--- config.mk ---
export PLATFORM = sky130hd
export DESIGN_NAME = alu_op_encoder_5
export DESIGN_NICKNAME = d
export VERILOG_FILES = /design/src/rtl/alu_op_encoder_5.sv
export SDC_FILE = /design/constraint.sdc
export NUM_CORES = 1
export LEC_CHECK = 0
export BUFFER_PORTS_ARGS = -buffer_cell sky130_fd_sc_hd__clkbuf_2
export CORE_UTILIZATION = 55
export DETAILED_ROUTE_END_ITERATION = 10
export GPL_ROUTABILITY_DRIVEN = 0
export PLACE_DENSITY = 0.89
export SLEW_MARGIN = 20
export SYNTH_ARGS = -nofsm -noshare
export SYNTH_HDL_FRONTEND = slang
export SYNTH_SLANG_ARGS = --single-unit
--- constraint.sdc ---
create_clock -name clock -period 2.5 [get_ports clock]
set_input_delay 0.25 -clock clock [delete_from_list [all_inputs] [get_ports clock]]
set_output_delay 0.25 -clock clock [all_outputs]
set_load 0.005 [all_outputs]
--- src/rtl/alu_op_encoder_5.sv ---
// One-hot ALU request encoder feeding a small FIFO of {opcode, shift amount} entries.
// Non-one-hot requests are dropped, flagged with a one-cycle pulse and counted (saturating).
module alu_op_encoder_5 #(
  parameter int DEPTH = 4
) (
  input  logic                     clock,
  input  logic                     reset_n,
  input  logic                     req_valid,
  output logic                     req_ready,
  input  logic [5:0]               req_op,
  input  logic [4:0]               req_shamt,
  output logic                     out_valid,
  input  logic                     out_ready,
  output logic [4:0]               ctrl,
  output logic [4:0]               shamt,
  output logic                     err_illegal,
  output logic [7:0]               illegal_count,
  output logic [$clog2(DEPTH):0]   count
);

  localparam int AW = $clog2(DEPTH);
  localparam int CW = AW + 1;
  localparam logic [AW-1:0] PTR_ONE = AW'(1);
  localparam logic [CW-1:0] CNT_ONE = CW'(1);
  localparam logic [CW-1:0] CNT_FULL = CW'(DEPTH);

  function automatic logic is_onehot(input logic [5:0] op);
    return (op != 6'd0) && ((op & (op - 6'd1)) == 6'd0);
  endfunction

  function automatic logic [4:0] encode_op(input logic [5:0] op);
    logic [4:0] enc;
    case (op)
      6'b000001: enc = 5'b00000;
      6'b000010: enc = 5'b00001;
      6'b000100: enc = 5'b00010;
      6'b001000: enc = 5'b00011;
      6'b010000: enc = 5'b00100;
      6'b100000: enc = 5'b00101;
      default:   enc = 5'b00000;
    endcase
    return enc;
  endfunction

  logic [AW-1:0] head_q, head_d, tail_q, tail_d;
  logic [CW-1:0] count_q, count_d;
  logic [7:0]    illegal_count_q, illegal_count_d;
  logic          err_q, err_d;
  logic [4:0]    ctrl_mem_q  [DEPTH];
  logic [4:0]    shamt_mem_q [DEPTH];

  logic legal_s, push_s, reject_s, pop_s;
  logic [4:0] enc_ctrl_s, enc_shamt_s;

  assign req_ready = (count_q != CNT_FULL);
  assign out_valid = (count_q != {CW{1'b0}});

  // Request classification and next-state for pointers, occupancy and error tracking.
  always_comb begin
    legal_s         = is_onehot(req_op);
    push_s          = 1'b0;
    reject_s        = 1'b0;
    pop_s           = out_valid && out_ready;
    enc_ctrl_s      = encode_op(req_op);
    enc_shamt_s     = 5'd0;
    head_d          = head_q;
    tail_d          = tail_q;
    count_d         = count_q;
    illegal_count_d = illegal_count_q;
    err_d           = 1'b0;

    if (req_valid && req_ready) begin
      push_s   = legal_s;
      reject_s = !legal_s;
    end else begin
      push_s   = 1'b0;
      reject_s = 1'b0;
    end

    // Only shifts carry a shift amount; everything else stores zero.
    if (req_op[4] || req_op[5]) begin
      enc_shamt_s = req_shamt;
    end else begin
      enc_shamt_s = 5'd0;
    end

    if (push_s) begin
      tail_d = tail_q + PTR_ONE;
    end else begin
      tail_d = tail_q;
    end

    if (pop_s) begin
      head_d = head_q + PTR_ONE;
    end else begin
      head_d = head_q;
    end

    case ({push_s, pop_s})
      2'b10:   count_d = count_q + CNT_ONE;
      2'b01:   count_d = count_q - CNT_ONE;
      default: count_d = count_q;
    endcase

    if (reject_s && (illegal_count_q != 8'hFF)) begin
      illegal_count_d = illegal_count_q + 8'd1;
    end else begin
      illegal_count_d = illegal_count_q;
    end

    err_d = reject_s;
  end

  // Control state: cleared asynchronously so a reset drops all queued entries at once.
  always_ff @(posedge clock or negedge reset_n) begin
    if (!reset_n) begin
      head_q          <= {AW{1'b0}};
      tail_q          <= {AW{1'b0}};
      count_q         <= {CW{1'b0}};
      illegal_count_q <= 8'd0;
      err_q           <= 1'b0;
    end else begin
      head_q          <= head_d;
      tail_q          <= tail_d;
      count_q         <= count_d;
      illegal_count_q <= illegal_count_d;
      err_q           <= err_d;
    end
  end

  // Entry storage; validity is tracked by count, so contents need no reset.
  always_ff @(posedge clock) begin
    if (push_s) begin
      ctrl_mem_q[tail_q]  <= enc_ctrl_s;
      shamt_mem_q[tail_q] <= enc_shamt_s;
    end
  end

  assign ctrl          = out_valid ? ctrl_mem_q[head_q]  : 5'd0;
  assign shamt         = out_valid ? shamt_mem_q[head_q] : 5'd0;
  assign err_illegal   = err_q;
  assign illegal_count = illegal_count_q;
  assign count         = count_q;

endmodule

==> results of run 1 <==
## sequential cells by signal (all words and copies together) (netlist names)
register,cells
tail_q,2
illegal_count,8
count,3
err_illegal,1
shamt_mem_q,20
head_q,2
ctrl_mem_q,12
## layout by cell type, fill, tap and decap left out, types with 2 or more instances in the layout
master / Yosys / layout
a21oi_1: 2 / 2
and2_1: 19 / 19
and3_1: 2 / 2
buf_4: 3 / 3
clkbuf_2: 0 / 36
clkbuf_8: 0 / 5
conb_1: 1 / 2
dfrtp_1: 16 / 16
edfxtp_1: 32 / 32
ha_1: 6 / 6
inv_1: 6 / 6
mux4_2: 8 / 8
nand2_1: 2 / 2
nand2b_1: 3 / 3
nand3_1: 5 / 5
nor2_1: 4 / 4
nor3_1: 3 / 3
nor4_1: 3 / 3
nor4_2: 2 / 2
or3_1: 4 / 4
xnor2_1: 5 / 5
xor2_1: 10 / 10
## worst paths after layout
| kind | from | depth (start not counted) | slack, ns | to |
|---|---|---|---|---|
| max | req_op[1] | 12 | 0.22 | count[2]$_DFFE_PN0P_ |
| min | req_shamt[2] | 2 | 0.29 | shamt_mem_q[2][2]$_DFFE_PP_ |
| max reg2reg | count[0]$_DFFE_PN0P_ | 11 | 0.30 | count[2]$_DFFE_PN0P_ |
| min reg2reg | illegal_count[7]$_DFFE_PN0P_ | 1 | 0.51 | illegal_count[7]$_DFFE_PN0P_ |
| max in group asynchronous | reset_n | 2 | 1.82 | illegal_count[0]$_DFFE_PN0P_ |
| min in group asynchronous | reset_n | 2 | 0.40 | illegal_count[3]$_DFFE_PN0P_ |
## per-layer routing
layer  global-route usage [%]  vias to the layer above  part of all wire [%]  wire (µm)
met5                        0                        -                     0          0
met4                    11.70                        0                   3.3        141
met3                    6.034                       16                   4.9        210
met2                    38.39                       55                    52       2243
met1                    25.47                      699                    40       1726
li1                         -                      630                     -          -
## critical path, cell delays in order
cell and delay [ns]:
clkbuf_2 0.12, nor2_1 0.18, nor4b_1 0.61, or3_1 0.25, o21a_4 0.17, inv_1 0.05
ha_1 0.21, inv_1 0.07, fa_1 0.17, xor2_1 0.17, nor2_1 0.07, xor2_1 0.14
## area by class of cell
class	count	area [µm²]	share of cell area, %
Sequential cell	48	1361	52.16
Clock buffer	5	68.82	2.637
Clock inverter	3	42.54	1.630
Timing Repair Buffer	40	212.7	8.150
Tap cell	48	60.06	2.301
Multi-Input combinational cell	93	842.1	32.26
Inverter	6	22.52	0.8629
## kinds of logic after synthesis
logic type / share of synthesized area (%)
compound gates: 1.544
simple gates: 15.72
flops: 60.01
mux: 9.542
fa+ha+maj: 4.192
other cells: 0.1653
buf+inv: 3.033
xor+xnor: 5.791
## power by group through the flow
stage          Combinational, mW  Clock, mW  Sequential (mW)
2_1_floorplan              0.570          0             1.09
3_3_place_gp               0.756          0             1.17
3_5_place_dp               0.800          0             1.19
4_1_cts                    0.809      0.556             1.18
5_1_grt                    0.882      0.586             1.20
6_report                   0.800      0.552             1.18
## metrics by stage
step | instance area (µm²) | util [%] | setup slack (ns)
after floorplan | 2272 | - | 0.2023
after global placement | 2489 | 65.51 | 0.1491
after detailed placement | 2489 | 65.51 | -0.02228
after CTS | 2610 | 68.71 | 0.2612
after global routing | 2610 | 68.71 | 0.09878
final | 2610 | 68.71 | 0.2228
==> impl_results.md, run 1 <==
* Post-synth top cells: 32 x edfxtp_1, 19 x and2_1, 16 x dfrtp_1
* Peak VDD IR at 0.5023 mV
* PD cells at 971.2 nW/µm²
* Critical Path Fanout Max at 7
* Number of port buffers at 36
* Clock power share at 21.8%
* Combinational power share at 31.6%
* Max-cap viol count at 0
* Initial Util at 59.72%
* Slew Limit Fails at 0
* Post-synthesis async set-or-reset flop share at 33.33%
* Fillers at 268
* Diodes inserted at 0
* Root Driver: clkbuf_8
* Post-Synthesis Cells at 153
* DRT Pass-1 Iters at 4
* Sequential element share of the synthesized area at 60.01%
* Pin count of the biggest net entering global routing at 17
* Worst hold margin at 0.2917 ns
* Area growth, synth to finish at 15.06%
* Top cells by area, synth: edfxtp_1 42%, dfrtp_1 18%, mux4_2 7.9%, and2_1 5.2%, xor2_1 3.9%
* F_max at 439.1 MHz
* Net Sw Power at 0.8157 mW
* Overflow after GRT at 0
* Mean routed wirelength per cell at 17.78 µm
* Ys Warns at 0
* Max-slew headroom at 52.06%
* First-pass GRT wire length at 6824 µm
* Setup TNS at 0 ns
* Final-stage net count at 216
* Post-synth top area share at 42.36%
* CP Data Arrival Time at 2.47 ns
* Post-synth cell types at 36
* Post-Layout Cell Count at 243
* Rows at 22
* Num CTS Buffers at 5
* Share of layout cells above drive strength 1 at 31.79%
* # DRC at 0
* Post-CTS Hold Buffers at 1
* ANT nets after route at 0
* Synth area leader: edfxtp_1
* HPWL after detailed placement at 3104 µm
* Setup Buffers After CTS at 0
* Setup Skew at 0.005688 ns
* Startpoint types: primary input
* H-Tree Depth at 2
* DIE AREA at 4385 µm²
* Die Wd at 66.22 µm
* Maximum buffer depth of the clock tree at 2
* EDFF count, synth at 32
* CP endpoint kind: register
* Die height at 66.22 µm
* Syn_area_per_cell at 14.83 µm²
* Min Tclk post-route at 2.277 ns
* Seq cells post-synth at 48
* Leakage at 1.052 nW
* Initial DRC Count at 63
* Resized Gates After CTS at 0
* Hold WC Path Type: primary input to register
* Mapped Area at 2268 µm²
* Status: completed
* Core Region at 3799 µm²
* Critical path type: primary input to register
* CTS sink cnt at 48
* RSZ-0062 raised after global routing: false
* Sw Share at 32.18%
* Total power at 2.535 mW
* Tcrit/Tclk final at 91.09%
* Vias at 1400
* Vias in the first global route at 1434
* Routed WL at 4321 µm
* Worst slew pin tran at 0.7091 ns
* Clk Latency, worst-skew pair at 0.31 ns
* Setup violations, final at 0
* Int Pwr at 1.719 mW
* Most common cell in the synthesized netlist: edfxtp_1
* Overall routing resource usage at 22.41%
* Final Hold Vio Count at 0
* Flop pwr share at 46.7%
* Initial antenna violation count at 0
* Top Ports at 39
* Synth Flop Type: edfxtp_1
* Clock transition at path regs at 0.09 ns
* CTS tree: built
* CP required at 2.69 ns
* Placed insts at 234
* Vias/cell at 5.761
No activity file was read; power rests on OpenSTA's default activity.
==> inputs of run 2 (changes only) <==
CORE_ASPECT_RATIO = 0.6   (was default)
==> impl_results.md, run 2 (synthesis results as in run 1) <==
* Status: completed (unchanged)
* Die Wd at 84.91 µm (was 66.22 µm)
* Rows at 17 (was 22)
* Tcrit/Tclk final at 91.11% (was 91.09%)
* DRT Pass-1 Iters at 6 (was 4)
* Num CTS Buffers at 5 (unchanged)
* Reg2reg setup slack at 0.23 ns (was 0.30 ns)
* Die height at 51.75 µm (was 66.22 µm)
* HPWL after detailed placement at 2999 µm (was 3104 µm)
* # DRC at 0 (unchanged)
* F_max at 439.0 MHz (was 439.1 MHz)
* Area growth, synth to finish at 14.23% (was 15.06%)
* Sw Share at 32.83% (was 32.18%)
* Peak VDD IR at 0.4537 mV (was 0.5023 mV)
* CP top delay family: simple AND/OR/NAND/NOR gates (unchanged)
* Hold wc startpoint: req_shamt[4] (was req_shamt[2])
* Maximum buffer depth of the clock tree at 2 (unchanged)
* Clk Latency, worst-skew pair at 0.30 ns (was 0.31 ns)
* Commonest non-fill, non-tap cell in the layout: clkbuf_2 (unchanged)
* Initial antenna violation count at 0 (unchanged)
* Diodes inserted at 0 (unchanged)
* WHS Path Cells at 2 (unchanged)
* Number of port buffers at 36 (unchanged)
* Reg2Reg Depth at 11 (unchanged)
* CP endpoint kind: register (unchanged)
* Net Sw Power at 0.7914 mW (was 0.8157 mW)
* Final Hold Vio Count at 0 (unchanged)
* Clock power share at 18.3% (was 21.8%)
* CP bufs+invs at 3 (unchanged)
* Min Tclk post-route at 2.278 ns (was 2.277 ns)
* Leakage at 1.037 nW (was 1.052 nW)
* Critical Path Fanout Max at 7 (unchanged)
* Vias at 1373 (was 1400)
* Int Pwr at 1.619 mW (was 1.719 mW)
* H-Tree Depth at 2 (unchanged)
* Post-Layout Cell Count at 242 (was 243)
* Setup Buffers After CTS at 0 (unchanged)
* Max-slew headroom at 51.16% (was 52.06%)
* Commonest cells after routing, fill and taps aside: 36 x clkbuf_2, 32 x edfxtp_1, 19 x and2_1 (unchanged)
* Initial Util at 59.58% (was 59.72%)
* RSZ-0062 raised after global routing: false (unchanged)
* Worst hold margin at 0.3040 ns (was 0.2917 ns)
* Vias/cell at 5.674 (was 5.761)
* Critical path, cell by cell: clkbuf_2, xnor2_1, nor4b_2, or3_1, o21a_4, inv_1, ha_1, inv_1, fa_1, xor2_1, nor2_1, xor2_1 (was clkbuf_2, nor2_1, nor4b_1, or3_1, o21a_4, inv_1, ha_1, inv_1, fa_1, xor2_1, nor2_1, xor2_1)
* Mean routed wirelength per cell at 17.12 µm (was 17.78 µm)
* CTS sink cnt at 48 (unchanged)
* Vias in the first global route at 1339 (was 1434)
* Worst reg2reg startpoint: count[0]$_DFFE_PN0P_ (unchanged)
* Slew Limit Fails at 0 (unchanged)
* Startpoint types: primary input (unchanged)
* Top reg by flops: shamt_mem_q (unchanged)
* Setup violations, final at 0 (unchanged)
* CP Data Arrival Time at 2.51 ns (was 2.47 ns)
* Overall routing resource usage at 21.42% (was 22.41%)
* Share of layout cells above drive strength 1 at 31.79% (unchanged)
* Initial DRC Count at 73 (was 63)
* Flop pwr share at 48.4% (was 46.7%)
* Top Ports at 39 (unchanged)
* Max-cap viol count at 0 (unchanged)
* Routed WL at 4144 µm (was 4321 µm)
* Placed insts at 233 (was 234)
* ANT nets after route at 0 (unchanged)
* Critical path type: primary input to register (unchanged)
* Hold WC Path Type: primary input to register (unchanged)
* Setup Skew at 0.004312 ns (was 0.005688 ns)
* PD cells at 930.2 nW/µm² (was 971.2 nW/µm²)
* CP required at 2.73 ns (was 2.69 ns)
* Pin count of the biggest net entering global routing at 17 (unchanged)
* Overflow after GRT at 0 (unchanged)
* Max reg flops at 20 (unchanged)
* Core Region at 3807 µm² (was 3799 µm²)
* Reg2Reg Capture Point: count[2]$_DFFE_PN0P_ (unchanged)
* Root Driver: clkbuf_8 (unchanged)
* DIE AREA at 4394 µm² (was 4385 µm²)
* Crit-path slowest cell: or3_1 (was nor4b_1)
* Worst slew pin tran at 0.7260 ns (was 0.7091 ns)
* Combinational power share at 33.3% (was 31.6%)
* Clock transition at path regs at 0.08 ns (was 0.09 ns)
* Max incr delay on CP at 0.43 ns (was 0.61 ns)
* Sink of the worst hold path: shamt_mem_q[0][4]$_DFFE_PP_ (was shamt_mem_q[2][2]$_DFFE_PP_)
* First-pass GRT wire length at 6589 µm (was 6824 µm)
* CTS tree: built (unchanged)
* Final-stage net count at 216 (unchanged)
[run 2: cell types whose count changed in the layout (fill, tap and decap cells not counted), sizes merged]
cell and change:
clkinvlp +1, bufinv -1
[run 2: worst max-delay path by stage]
| stage | slack, ns | cells after the start | from | end |
|---|---|---|---|---|
| 2_1_floorplan | 0.20 | 12 | req_op[4] | count[2]$_DFFE_PN0P_ |
| 3_3_place_gp | 0.14 | 12 | req_op[1] | count[2]$_DFFE_PN0P_ |
| 3_5_place_dp | -0.12 | 12 | req_op[1] | count[2]$_DFFE_PN0P_ |
| 4_1_cts | 0.18 | 12 | req_op[1] | count[2]$_DFFE_PN0P_ |
| 5_1_grt | 0.1 | 11 | count[0]$_DFFE_PN0P_ | count[2]$_DFFE_PN0P_ |
| 6_report | 0.22 | 12 | req_op[4] | count[2]$_DFFE_PN0P_ |
[run 2: worst register-to-register path, cell delays in order (launching register included)]
cell	delay, ns
dfrtp_1	0.43
inv_1	0.13
nand3_1	0.15
and2_1	0.20
o21a_4	0.14
inv_1	0.08
ha_1	0.19
inv_1	0.07
fa_1	0.38
xor2_1	0.15
nor2_1	0.14
xor2_1	0.16
[run 2: cell type report]
| class | instances | area [µm²] |
|---|---|---|
| clock buffer | 5 | 68.82 |
| clock inverter | 3 | 18.77 |
| fill | 260 | 1216 |
| inverter | 6 | 22.52 |
| multi-input combinational | 93 | 848.3 |
| sequential | 48 | 1361 |
| tap | 47 | 58.81 |
| timing repair buffer | 40 | 212.7 |
[run 2: power groups by stage]
| stage | registers [mW] | clock network [mW] | logic (mW) |
|---|---|---|---|
| 3_3_place_gp | 1.17 | 0 | 0.752 |
| 2_1_floorplan | 1.09 | 0 | 0.570 |
| 6_report | 1.17 | 0.441 | 0.803 |
| 4_1_cts | 1.17 | 0.446 | 0.807 |
| 5_1_grt | 1.19 | 0.486 | 0.886 |
| 3_5_place_dp | 1.18 | 0 | 0.800 |
[run 2: timing repair]
item	in CTS	in global routing
hold buffers	1	0
setup endpoints to repair	0	2
gates resized for setup	0	1
hold endpoints to repair	16	0
[run 2: per-stage QoR]
stage                     power [mW]  util (%)  instance area (µm²)  TNS [ns]  setup WS, ns
after floorplan                1.663         -                 2272         0        0.2023
after global placement         1.919     65.33                 2487         0        0.1362
after detailed placement       1.982     65.33                 2487   -0.2173       -0.1169
after CTS                      2.420     67.89                 2585         0        0.1760
after global routing           2.563     68.06                 2591         0       0.09650
final                          2.410     68.06                 2591         0        0.2223
[run 2: metal layers]
metal / routed length, µm / GRT usage (%) / vias up / share of wire (%)
met5: 0 / 0 / - / 0
met4: 36 / 7.910 / 0 / 0.87
met3: 118 / 6.825 / 4 / 2.8
met2: 2165 / 36.72 / 31 / 52
met1: 1824 / 26.14 / 705 / 44
li1: - / - / 633 / -
